==> config.mk <==
export PLATFORM = sky130hd
export DESIGN_NAME = toggle_rx
export DESIGN_NICKNAME = d
export VERILOG_FILES = /design/src/rtl/toggle_rx.sv
export SDC_FILE = /design/constraint.sdc
export NUM_CORES = 1
export LEC_CHECK = 0
export ABC_CLOCK_PERIOD_IN_PS = 6500
export BUFFER_PORTS_ARGS = -buffer_cell sky130_fd_sc_hd__buf_4
export CAP_MARGIN = 30
export CORE_AREA = 2 2 39 41
export CTS_CLUSTER_SIZE = 10
export DETAILED_ROUTE_END_ITERATION = 12
export DIE_AREA = 0 0 41 43
export PLACE_DENSITY = 0.57
export SLEW_MARGIN = 25
export SYNTH_ARGS = -nofsm -noshare
export SYNTH_HDL_FRONTEND = slang
export SYNTH_SLANG_ARGS = --single-unit
==> constraint.sdc <==
create_clock -name clk -period 6.5 [get_ports clk]
set_clock_uncertainty 0.1 [all_clocks]
set_input_delay 0.65 -clock clk [delete_from_list [all_inputs] [get_ports clk]]
set_output_delay 0.65 -clock clk [all_outputs]
set_load 0.05 [all_outputs]
==> src/rtl/toggle_rx.sv <==
// Toggle-protocol receiver: synchronises an asynchronous toggle line, counts
// each level change as an event, returns an ack toggle, and queues events for a consumer.
module toggle_rx #(
  parameter int SYNC_STAGES = 2,
  parameter int CNT_W       = 4
) (
  input  logic             clk,
  input  logic             reset,
  input  logic             tog_in,
  output logic             ack_out,
  output logic             evt_valid,
  input  logic             evt_ready,
  output logic [CNT_W-1:0] pending,
  output logic             overflow,
  input  logic             clr_ovf
);

  localparam logic [CNT_W-1:0] CNT_MAX = '1;

  logic [SYNC_STAGES-1:0] sync_q;
  logic                   hist;
  logic [CNT_W-1:0]       cnt_q;
  logic [CNT_W-1:0]       cnt_d;
  logic                   ovf_q;
  logic                   ovf_d;
  logic                   evt;
  logic                   pop;
  logic                   full;

  always_ff @(posedge clk or negedge reset) begin
    if (!reset) begin
      sync_q <= '0;
      hist   <= 1'b0;
    end else begin
      sync_q <= {sync_q[SYNC_STAGES-2:0], tog_in};
      hist   <= sync_q[SYNC_STAGES-1];
    end
  end

  // Either edge direction of the synchronised line is one event.
  assign evt  = sync_q[SYNC_STAGES-1] ^ hist;
  assign full = (cnt_q == CNT_MAX);

  // Handshake: evt_valid depends only on registered state (pending != 0);
  // a pop occurs on any rising edge where evt_valid and evt_ready are both
  // high; evt_ready is ignored while nothing is pending.
  assign pop = evt_valid & evt_ready;

  always_comb begin
    cnt_d = cnt_q;
    ovf_d = ovf_q;
    if (clr_ovf) ovf_d = 1'b0;
    if (evt && !pop) begin
      // Listed after the clear so a simultaneous drop keeps the flag set.
      if (full) ovf_d = 1'b1;
      else      cnt_d = cnt_q + 1'b1;
    end else if (pop && !evt) begin
      cnt_d = cnt_q - 1'b1;
    end
  end

  always_ff @(posedge clk or negedge reset) begin
    if (!reset) begin
      cnt_q <= '0;
      ovf_q <= 1'b0;
    end else begin
      cnt_q <= cnt_d;
      ovf_q <= ovf_d;
    end
  end

  assign ack_out   = hist;
  assign evt_valid = (cnt_q != '0);
  assign pending   = cnt_q;
  assign overflow  = ovf_q;

endmodule

Word level (Yosys, flattened, before mapping)
Cells that the tools add are included.
{"block": "totals", "register_bits": 8, "input_bits": 5, "output_inout_bits": 7, "wordCells": 23}
{"block": "classes", "addsub": 2, "eq_ne": 2, "muxes": 6, "bitwise": 2, "reduce_logical": 7}
{"operator": "4-bit 2-to-1 mux", "count": 3}
{"operator": "4-bit by 1-bit adder with 4-bit output (second input constant)", "count": 1}
{"operator": "4-bit == test (second input constant)", "count": 1}
{"operator": "4-bit nonzero test", "count": 1}
{"operator": "4-bit by 1-bit subtractor with 4-bit output (second input constant)", "count": 1}
{"operator": "1-bit 2-to-1 mux", "count": 3}
{"operator": "1-bit logical AND", "count": 2}
{"operator": "1-bit zero test", "count": 2}
{"operator": "2-bit != test (second input constant)", "count": 1}
{"operator": "2-bit AND reduction", "count": 1}
{"operator": "2-bit nonzero test", "count": 1}
{"operator": "1-bit bitwise AND", "count": 1}
{"operator": "1-bit XOR", "count": 1}

Longest topological paths before layout
Gate-level depths: netlist of run 1.
{"block": "logic_depth", "word_depth": 6, "mapped_depth": 10, "ltp_nobuf": 8}

Worst setup path after synthesis of run 1
OpenSTA, ideal clock, no wires.
{"block": "synth_path", "path_kind": "register to register", "startpoint": "register cnt_q[1] (netlist: pending[1])", "endpoint": "register cnt_q[3] (netlist: pending[3])", "setup_time_ps": 130, "t_arrival_ps": 2533, "t_required_ps": 6270, "setup_slack_ps": 3736, "stages_incl_launch_ff": 9, "path_buffers": 2, "period_less_slack_ps": 2764, "path_cell_list": "dfrtp_1 > buf_6 > o41a_1 > or2_0 > buf_6 > ha_1 > a2111oi_0 > o22a_1 > nor3_1"}
{"block": "synth_between", "elab_chain_cells": 6, "elab_cells_between_ends": 14, "classes_between": "add/sub: 2; eq/ne: 2; mux: 3; bitwise: 1; reduce/logical: 6"}
{"element": "from (decl)", "line": "22", "source": "logic [CNT_W-1:0] cnt_q;"}
{"element": "from (signal assigned)", "line": "67", "source": "cnt_q <= cnt_d;"}
{"element": "4-bit nonzero test", "line": "73", "source": "assign evt_valid = (cnt_q != '0);"}
{"element": "1-bit bitwise AND", "line": "47", "source": "assign pop = evt_valid & evt_ready;"}
{"element": "1-bit zero test", "line": "53", "source": "if (evt && !pop) begin"}
{"element": "1-bit logical AND", "line": "53"}
{"element": "2-bit != test (no source line) / 2-bit nonzero test (equally long branches)"}
{"element": "2-bit AND reduction (no source line)"}
Parallel ways exist; a longest one is shown, timed or not. The select of a mux whose other input is x is not followed.
A chain may end at the register's enable or synchronous reset.

Worst setup path after layout of run 1
Ends and elaborated chain as after synthesis.

==> results_dict.tcl, run 1 <==
set metrics [dict create \
    ir_worst_vdd_mv 0.205 \
    status "finished clean" \
    syn_area_sq_um 464 \
    yosys.area.top_type "dfrtp_1" \
    die_area_sq_mm 0.00176 \
    grt_pass1_vias 300 \
    clk_pin_slew_ps 50 \
    p_leak_nw 0.258 \
    num_rows 14 \
    diodes 0 \
    coreArea_sq_mm 0.00138 \
    drt-total-wl_um 855 \
    cts_tree "done" \
    period_minus_slack_ps 2860 \
    final_common_cell "buf_4" \
    worstMarginPinSlew_ps 857 \
    drtIter0Drc 11 \
    power.density_mw_per_mm2 539 \
    dpl_cell_area_sq_um 544 \
    layout_setup_ws_ps 3640 \
    die_w_um 41 \
    wl_per_cell_um 12.4 \
    fmax_ghz 0.350 \
    synth_top_area_share_pct 43.1 \
    slew_headroom_pct 41.4 \
    cap_violations 0 \
    initial_utilization_pct 33.5 \
    ys_seq_elements 8 \
    clockBufferDepth 2 \
    arrival_ps 2890 \
    hold_viol 0 \
    cts_hold_buf 0 \
    clk_latency_ps 250 \
    post_cts_buffers 0 \
    cts_max_level 1 \
    place_hpwl_um 618 \
    synth.distinct_cells 24 \
    power_mw 0.305 \
    gp_congestion 0.687 \
    syn_nets 48 \
    yosys_warnings 0 \
    tns_ps 0 \
    drc 0 \
    overflow 0 \
    fin_area_sq_um 567 \
    vias 357 \
    syn_avg_cell_area_sq_um 11.3 \
    fin_nets 62 \
    pin_count 12 \
    ys_seq_area_share_pct 43.1 \
    antenna_found_initial 0 \
    grt_pass1_wl_mm 1.32 \
    rsz0062_at_grt "false" \
    setup_violations 0 \
    drt_pass1_iterations 3 \
    vias_per_cell 5.17 \
    clock-sinks 8 \
    port_buffers 11 \
    cts_resized 0 \
    crit_path_start_kind "flip-flop" \
    required_ps 6530 \
    crit_fanout 9 \
    cts-root-buf "clkbuf_4" \
    finish.utilization_pct 41.0 \
    drive_above_1_share_pct 34.0 \
    synth.top_cells.by_area "dfrtp_1, mux2_4, ha_1, buf_6, xor2_1" \
    die_y_um 43 \
    postSynthCellCount 41 \
    drv_slew 0 \
    worstSetupPathType "reg2reg" \
    cp-end-kind "flip-flop" \
    drt.antenna.violating_nets 0 \
    gr-usage-all-layers_pct 11.6 \
    syn_to_final_growth_pct 22.1 \
    cts_buffers 3 \
    grt_max_degree 10 \
    layout_common_cells "buf_4, dfrtp_1, nor3_1, clkbuf_4" \
    post-route-period-util_pct 44.0 \
    min_path_type "in2async" \
    post-place-ws_ps 3740 \
]
Yosys cell counts (all sizes together):
library cell / number
o31a: 1
a21oi: 2
nor4b: 1
buf: 2
nor4: 2
inv: 2
o21a: 1
dfrtp: 8
and3: 1
or3: 1
nand4: 1
nor3: 3
xor2: 2
or2: 2
o22ai: 1
o41a: 1
ha: 2
xnor2: 1
nand2: 2
mux2: 2
o21ai: 1
o22a: 1
a2111oi: 1
metrics by stage:
stage	hold WS (ps)	instances
finish	102	69
CTS	99.7	69
global route	93.6	69
global placement	231	66
floorplan	231	41
detailed placement	235	66
sequential cells by signal, indices dropped and copies added, names as in the netlist:
name and cells:
overflow 1, pending 4, ack_out 1, sync_q 2
worst max-delay path: stages (launching register included):
cell,delay [ps]
dfrtp_1,470
o41a_1,470
or2_0,370
ha_1,270
a2111oi_0,730
o22a_1,270
nor3_1,40
layer usage:
metal	up-vias	part of all wire [%]	routed length, um	GRT usage (%)
met2	8	46	394	15.0
met1	168	46	397	14.9
met5	-	0	0	0
met4	0	0	0	4.00
li1	181	-	-	-
met3	0	7.4	63	7.85
power by group:
group	total, mW	internal [mW]	switching (mW)
Sequential	0.0919	0.0654	0.0265
Clock	0.0374	0.0211	0.0163
Combinational	0.176	0.0719	0.104
final timing paths:
check                      slack (ps)          to        from  cells after the start
setup / recovery                 3640  pending[3]  pending[1]                      6
hold / removal                    100     ack_out       reset                      1
setup reg to reg                 3640  pending[3]  pending[1]                      6
hold reg to reg                   240   sync_q[1]   sync_q[0]                      0
max in group asynchronous        6070  pending[3]       reset                      1
min in group clk                  240   sync_q[1]   sync_q[0]                      0
final cells by class:
class / instances / area (sq um)
inverters: 2 / 7.51
clock buffers: 3 / 22.5
fillers: 146 / 817
flip-flops and latches: 8 / 200
multi-input cells: 29 / 234
well taps: 16 / 20.0
repair buffers: 11 / 82.6
cells by family after synthesis:
logic type	synth area share [%]
buffers and inverters	6.47
AND/OR/NAND/NOR	16.2
AO/OA/AOI/OAI	16.7
flip-flops	43.1
XOR/XNOR	5.66
multiplexers	6.47
adder cells (fa/ha/maj)	5.39
No activity file was read; power rests on OpenSTA's default activity.
==> inputs of run 2 (changes only) <==
- ABC_AREA: not set -> 1
- ABC_CLOCK_PERIOD_IN_PS: 6500 -> 2900
- PLACE_DENSITY: 0.57 -> 0.56
- clock period: 6.5 -> 2.9 ns (I/O delays scaled with it)
==> results_dict.tcl, run 2 <==
set metrics [dict create \
    synth_compound_area_share_pct 8.29 \
    holdPathStages 1 \
    r2r-start "pending[0]" \
    status "finished clean" \
    cts_resized 0 \
    cp-end-kind "flip-flop" \
    crit_fanout 7 \
    synth-simple-area-share_pct 27.9 \
    port_buffers 11 \
    tns_ps 0 \
    wl_met2_um 417 \
    cts_buffers 3 \
    cts_tree "done" \
    grt_pass1_wl_mm 1.36 \
    grt_max_degree 9 \
    coreArea_sq_mm 0.00138 \
    num_rows 14 \
    die_area_sq_mm 0.00176 \
    required_ps 2940 \
    dp.cells 78 \
    worstMarginPinSlew_ps 263 \
    drc 0 \
    synth_most_common_cell "nand2_1" \
    highest_layer "met4" \
    crit_path_start_kind "flip-flop" \
    drt.antenna.violating_nets 0 \
    drt-total-wl_um 829 \
    final_common_cell "nand2_1" \
    hold_viol 0 \
    diodes 0 \
    clockBufferDepth 2 \
    grt_pass1_vias 327 \
    rsz0062_at_grt "false" \
    setup_violations 0 \
    cts_max_level 1 \
    die_w_um 41 \
    fill_cells 154 \
    m1WireLength_um 370 \
    ys_seq_area_share_pct 44.2 \
    syn_area_sq_um 453 \
    wl_per_cell_um 10.1 \
    synth_fa_ha_area_share_pct 5.52 \
    worstSetupPathType "reg2reg" \
    cts-root-buf "clkbuf_4" \
    p_leak_nw 0.310 \
    layout_common_cells "nand2_1, buf_4, dfrtp_1" \
    gr-usage-all-layers_pct 12.0 \
    drtIter0Drc 4 \
    largest_reg_flops 4 \
    arrival_ps 1940 \
    overflow 0 \
    multiInputGateArea_sq_um 223 \
    postSynthCellCount 51 \
    met3_length_um 28 \
    r2r_slack_ps 1000 \
    synth_top_family_by_area "simple AND/OR/NAND/NOR gates" \
    synth.top_cells.by_area "dfrtp_1, nand2_1, inv_1, ha_1, nand3_1" \
    place_hpwl_um 646 \
    power.density_mw_per_mm2 1150 \
    hold_start "tog_in" \
    antenna_found_initial 0 \
    ys_async_sr_fraction_pct 100 \
    clk_latency_ps 250 \
    synth_edf_count 0 \
    synth_top_area_share_pct 44.2 \
    post-route-period-util_pct 65.4 \
    r2r.worst_path.cells 11 \
    seq_area_sq_um 200 \
    drive_above_1_share_pct 31.8 \
    drv_slew 0 \
    min_path_type "in2reg" \
    synth-xor-area-share_pct 7.46 \
    fin_nets 75 \
    period_minus_slack_ps 1900 \
    clk_pin_slew_ps 50 \
    vias_per_cell 4.45 \
    ys_seq_elements 8 \
    gp_congestion 0.704 \
    synth_top_flop_cell "dfrtp_1" \
    ir_worst_vdd_mv 0.378 \
    drt_pass1_iterations 4 \
    synth.distinct_cells 19 \
    syn_to_final_growth_pct 29.8 \
    vias 365 \
    initial_utilization_pct 32.7 \
    cap_violations 0 \
    die_y_um 43 \
    stdcell_count 82 \
    yosys_warnings 0 \
    fmax_ghz 0.527 \
    muxShareOfSynthArea_pct 0 \
    clock-sinks 8 \
    yosys.area.top_type "dfrtp_1" \
    syn_avg_cell_area_sq_um 8.88 \
    pin_count 12 \
    synth_common_cells "nand2_1, dfrtp_1, inv_1, nand3_1" \
    syn_nets 58 \
    slew_headroom_pct 82.4 \
    r2r-end "pending[3]" \
    holdPathEnd "sync_q[0]" \
    post_cts_buffers 0 \
]
run 2: cell count changes in the layout (fill, tap and decap cells not counted), sizes merged, moves of 2 or more:
cell / before / now
inv: 2 / 8
mux2: 2 / 0
nand2: 2 / 15
nand3: 0 / 4
nand3b: 0 / 2
nor2: 0 / 2
nor3: 3 / 0
nor4: 2 / 0
o21ai: 1 / 3
run 2: kinds of logic after synthesis:
logic type | Yosys count
adder cells (fa/ha/maj) | 2
AO/OA/AOI/OAI | 5
flip-flops | 8
AND/OR/NAND/NOR | 25
XOR/XNOR | 3
buffers and inverters | 8
run 2: final cells by class:
| type | instances | share of cell area, % |
|---|---|---|
| clock buffers | 3 | 3.83 |
| inverters | 8 | 5.11 |
| multi-input cells | 35 | 37.9 |
| flip-flops and latches | 8 | 34.0 |
| well taps | 16 | 3.40 |
| repair buffers | 12 | 15.7 |
run 2: worst max-delay path, cell delays in order (launching register included):
cell,delay (ps)
dfrtp_1,450
nor2_1,160
nand2_2,70
nand2_2,110
nand2_4,100
ha_1,340
nand2_1,60
nand3b_1,180
nand2_1,80
nand2_1,40
nand3_1,60
nand2_1,50
run 2: what timing repair did:
action / CTS / global route
hold buffers: 1 / 0
endpoints found under the hold margin: 8 / 0
endpoints found under the setup margin: 0 / 0
run 2: where the power goes:
part / switching [mW] / leakage, nW / internal [mW]
registers: 0.0489 / 0.0970 / 0.145
logic: 0.260 / 0.199 / 0.138
clock network: 0.0341 / 0.0138 / 0.0471
total: 0.343 / 0.310 / 0.330
run 2: how the worst max path moves through the flow:
stage                          start         end  slack, ps
after floorplan           pending[0]  pending[3]        670
after global placement    pending[0]  pending[3]       1030
after detailed placement  pending[0]  pending[3]       1000
after CTS                 pending[0]  pending[3]        990
after global routing      pending[0]  pending[3]        870
final                     pending[0]  pending[3]       1000
run 2: through the flow:
stage          instance area (sq um)  power, mW  utilization, %  hold slack, ps  setup slack, ps
2_1_floorplan                    453      0.492               -            -106              668
3_3_place_gp                     556      0.594            40.1            13.6             1030
3_5_place_dp                     556      0.594            40.1            11.8             1000
4_1_cts                          588      0.686            42.5            37.8              988
5_1_grt                          588      0.725            42.5            43.4              873
6_report                         588      0.673            42.5            53.4             1000
run 2: routing by layer:
metal,up-vias,global-route usage [%]
met5,-,0
met3,2,1.57
met4,0,12.0
met2,4,15.9
met1,163,15.4
li1,196,-
==> inputs of run 3 (changes only) <==
- ABC_CLOCK_PERIOD_IN_PS: 2900 -> 1700
- PLACE_DENSITY: 0.56 -> 0.58
- clock period: 2.9 -> 1.7 ns (I/O delays scaled with it)
==> results_dict.tcl, run 3 (synthesis results as in run 2) <==
set metrics [dict create \
    hold_viol 0 \
    cap_violations 0 \
    cp_slowest_cell "dfrtp_2" \
    place_hpwl_um 750 \
    port_buffers 11 \
    gr-usage-all-layers_pct 12.9 \
    setup_violations 0 \
    drt.antenna.violating_nets 0 \
    required_ps 1740 \
    cts_tree "done" \
    antenna_found_initial 0 \
    min_path_type "in2async" \
    vias 425 \
    layout_common_cells "buf_4, nand2_1, inv_1" \
    cts_buffers 3 \
    drc 0 \
    coreArea_sq_mm 0.00138 \
    cp-end-kind "flip-flop" \
    drt_pass1_iterations 2 \
    cp_cell_sequence "nor2_4, nand2_4, nand2_4, nand2_4, ha_4, buf_4, buf_4, xor2_1, o21ai_1" \
    drive_above_1_share_pct 52.6 \
    status "finished clean" \
    die_area_sq_mm 0.00176 \
    clk_pin_slew_ps 60 \
    post-route-period-util_pct 99.5 \
    vias_per_cell 4.52 \
    fmax_ghz 0.591 \
    drt-total-wl_um 925 \
    gp_congestion 0.722 \
    syn_to_final_growth_pct 64.4 \
    initial_utilization_pct 32.7 \
    largest_reg_flops 4 \
    overflow 0 \
    die_y_um 43 \
    drv_slew 0 \
    clockBufferDepth 2 \
    period_minus_slack_ps 1690 \
    grt_max_degree 9 \
    cts-root-buf "clkbuf_4" \
    grt_pass1_wl_mm 1.52 \
    power.density_mw_per_mm2 1900 \
    arrival_ps 1740 \
    fin_nets 86 \
    rsz0062_at_grt "true" \
    critPathMaxStageDelay_ps 410 \
    worstMarginPinSlew_ps 195 \
    clk_latency_ps 250 \
    p_leak_nw 0.371 \
    pin_count 12 \
    power_mw 1.41 \
    ir_worst_vdd_mv 1.01 \
    wl_per_cell_um 9.84 \
    crit_fanout 4 \
    slew_headroom_pct 86.9 \
    die_w_um 41 \
    clock-sinks 8 \
    cts_max_level 1 \
    worstSetupPathType "reg2reg" \
    grt_pass1_vias 385 \
    final_common_cell "buf_4" \
    diodes 0 \
    num_rows 14 \
    drtIter0Drc 3 \
    timing.critical_path.mode_cell "nand2_4" \
    crit_path_start_kind "flip-flop" \
    finish.utilization_pct 53.8 \
]
## run 3: worst paths after layout
path                             from         end  slack [ps]  cells past startpoint
setup reg to reg           pending[0]  pending[2]           8                      9
hold / removal                  reset    overflow         160                      2
hold reg to reg             sync_q[0]   sync_q[1]         240                      0
min in group clk            sync_q[0]   sync_q[1]         240                      0
setup / recovery           pending[0]  pending[2]           8                      9
max in group asynchronous       reset  pending[0]        1190                      2
## run 3: stage by stage
stage | setup TNS, ps | cells | setup slack [ps] | area, sq um | hold WS (ps)
2_1_floorplan | -507 | 51 | -240 | 497 | -226
3_3_place_gp | -89.5 | 86 | -58.0 | 659 | -111
3_5_place_dp | -70.7 | 86 | -64.7 | 659 | -110
4_1_cts | 0 | 93 | 5.50 | 737 | 155
5_1_grt | -148 | 94 | -74.4 | 744 | 164
6_report | 0 | 94 | 7.76 | 744 | 161
## run 3: metal layers
layer	up-vias	GRT usage (%)	wire length [um]	share of wire, %
li1	216	-	-	-
met1	199	16.0	387	42
met2	10	20.0	481	52
met3	0	6.28	56	6.1
met4	0	2.00	0	0
met5	-	0	0	0
## run 3: repair_timing
| action | CTS | global route |
|---|---|---|
| gates resized for setup | 4 | 0 |
| endpoints found under the setup margin | 2 | 2 |
| hold buffers | 3 | 0 |
| buffers inserted | 0 | 1 |
| hold endpoints to repair | 10 | 0 |
| pin swaps | 2 | 4 |
## run 3: critical path: cells and delay by family (launching register included)
| kind | cells | cell delay [ps] |
|---|---|---|
| AND/OR/NAND/NOR | 4 | 340 |
| adder cells (fa/ha/maj) | 1 | 230 |
| buffers and inverters | 2 | 240 |
| XOR/XNOR | 1 | 180 |
| flip-flops | 1 | 410 |
| AO/OA/AOI/OAI | 1 | 70 |
## run 3: power by group
part	total [mW]	leakage, nW	internal (mW)	switching [mW]
Clock	0.152	0.0150	0.0896	0.0622
Sequential	0.311	0.0906	0.258	0.0531
Combinational	0.951	0.266	0.390	0.562
Total	1.41	0.371	0.737	0.677
## run 3: area by class of cell
type	count	area [sq um]
Timing Repair Buffer	23	180
Sequential cell	8	208
Clock buffer	4	26.3
Multi-Input combinational cell	35	280
Inverter	8	30.0
Tap cell	16	20.0
Fill cell	135	639
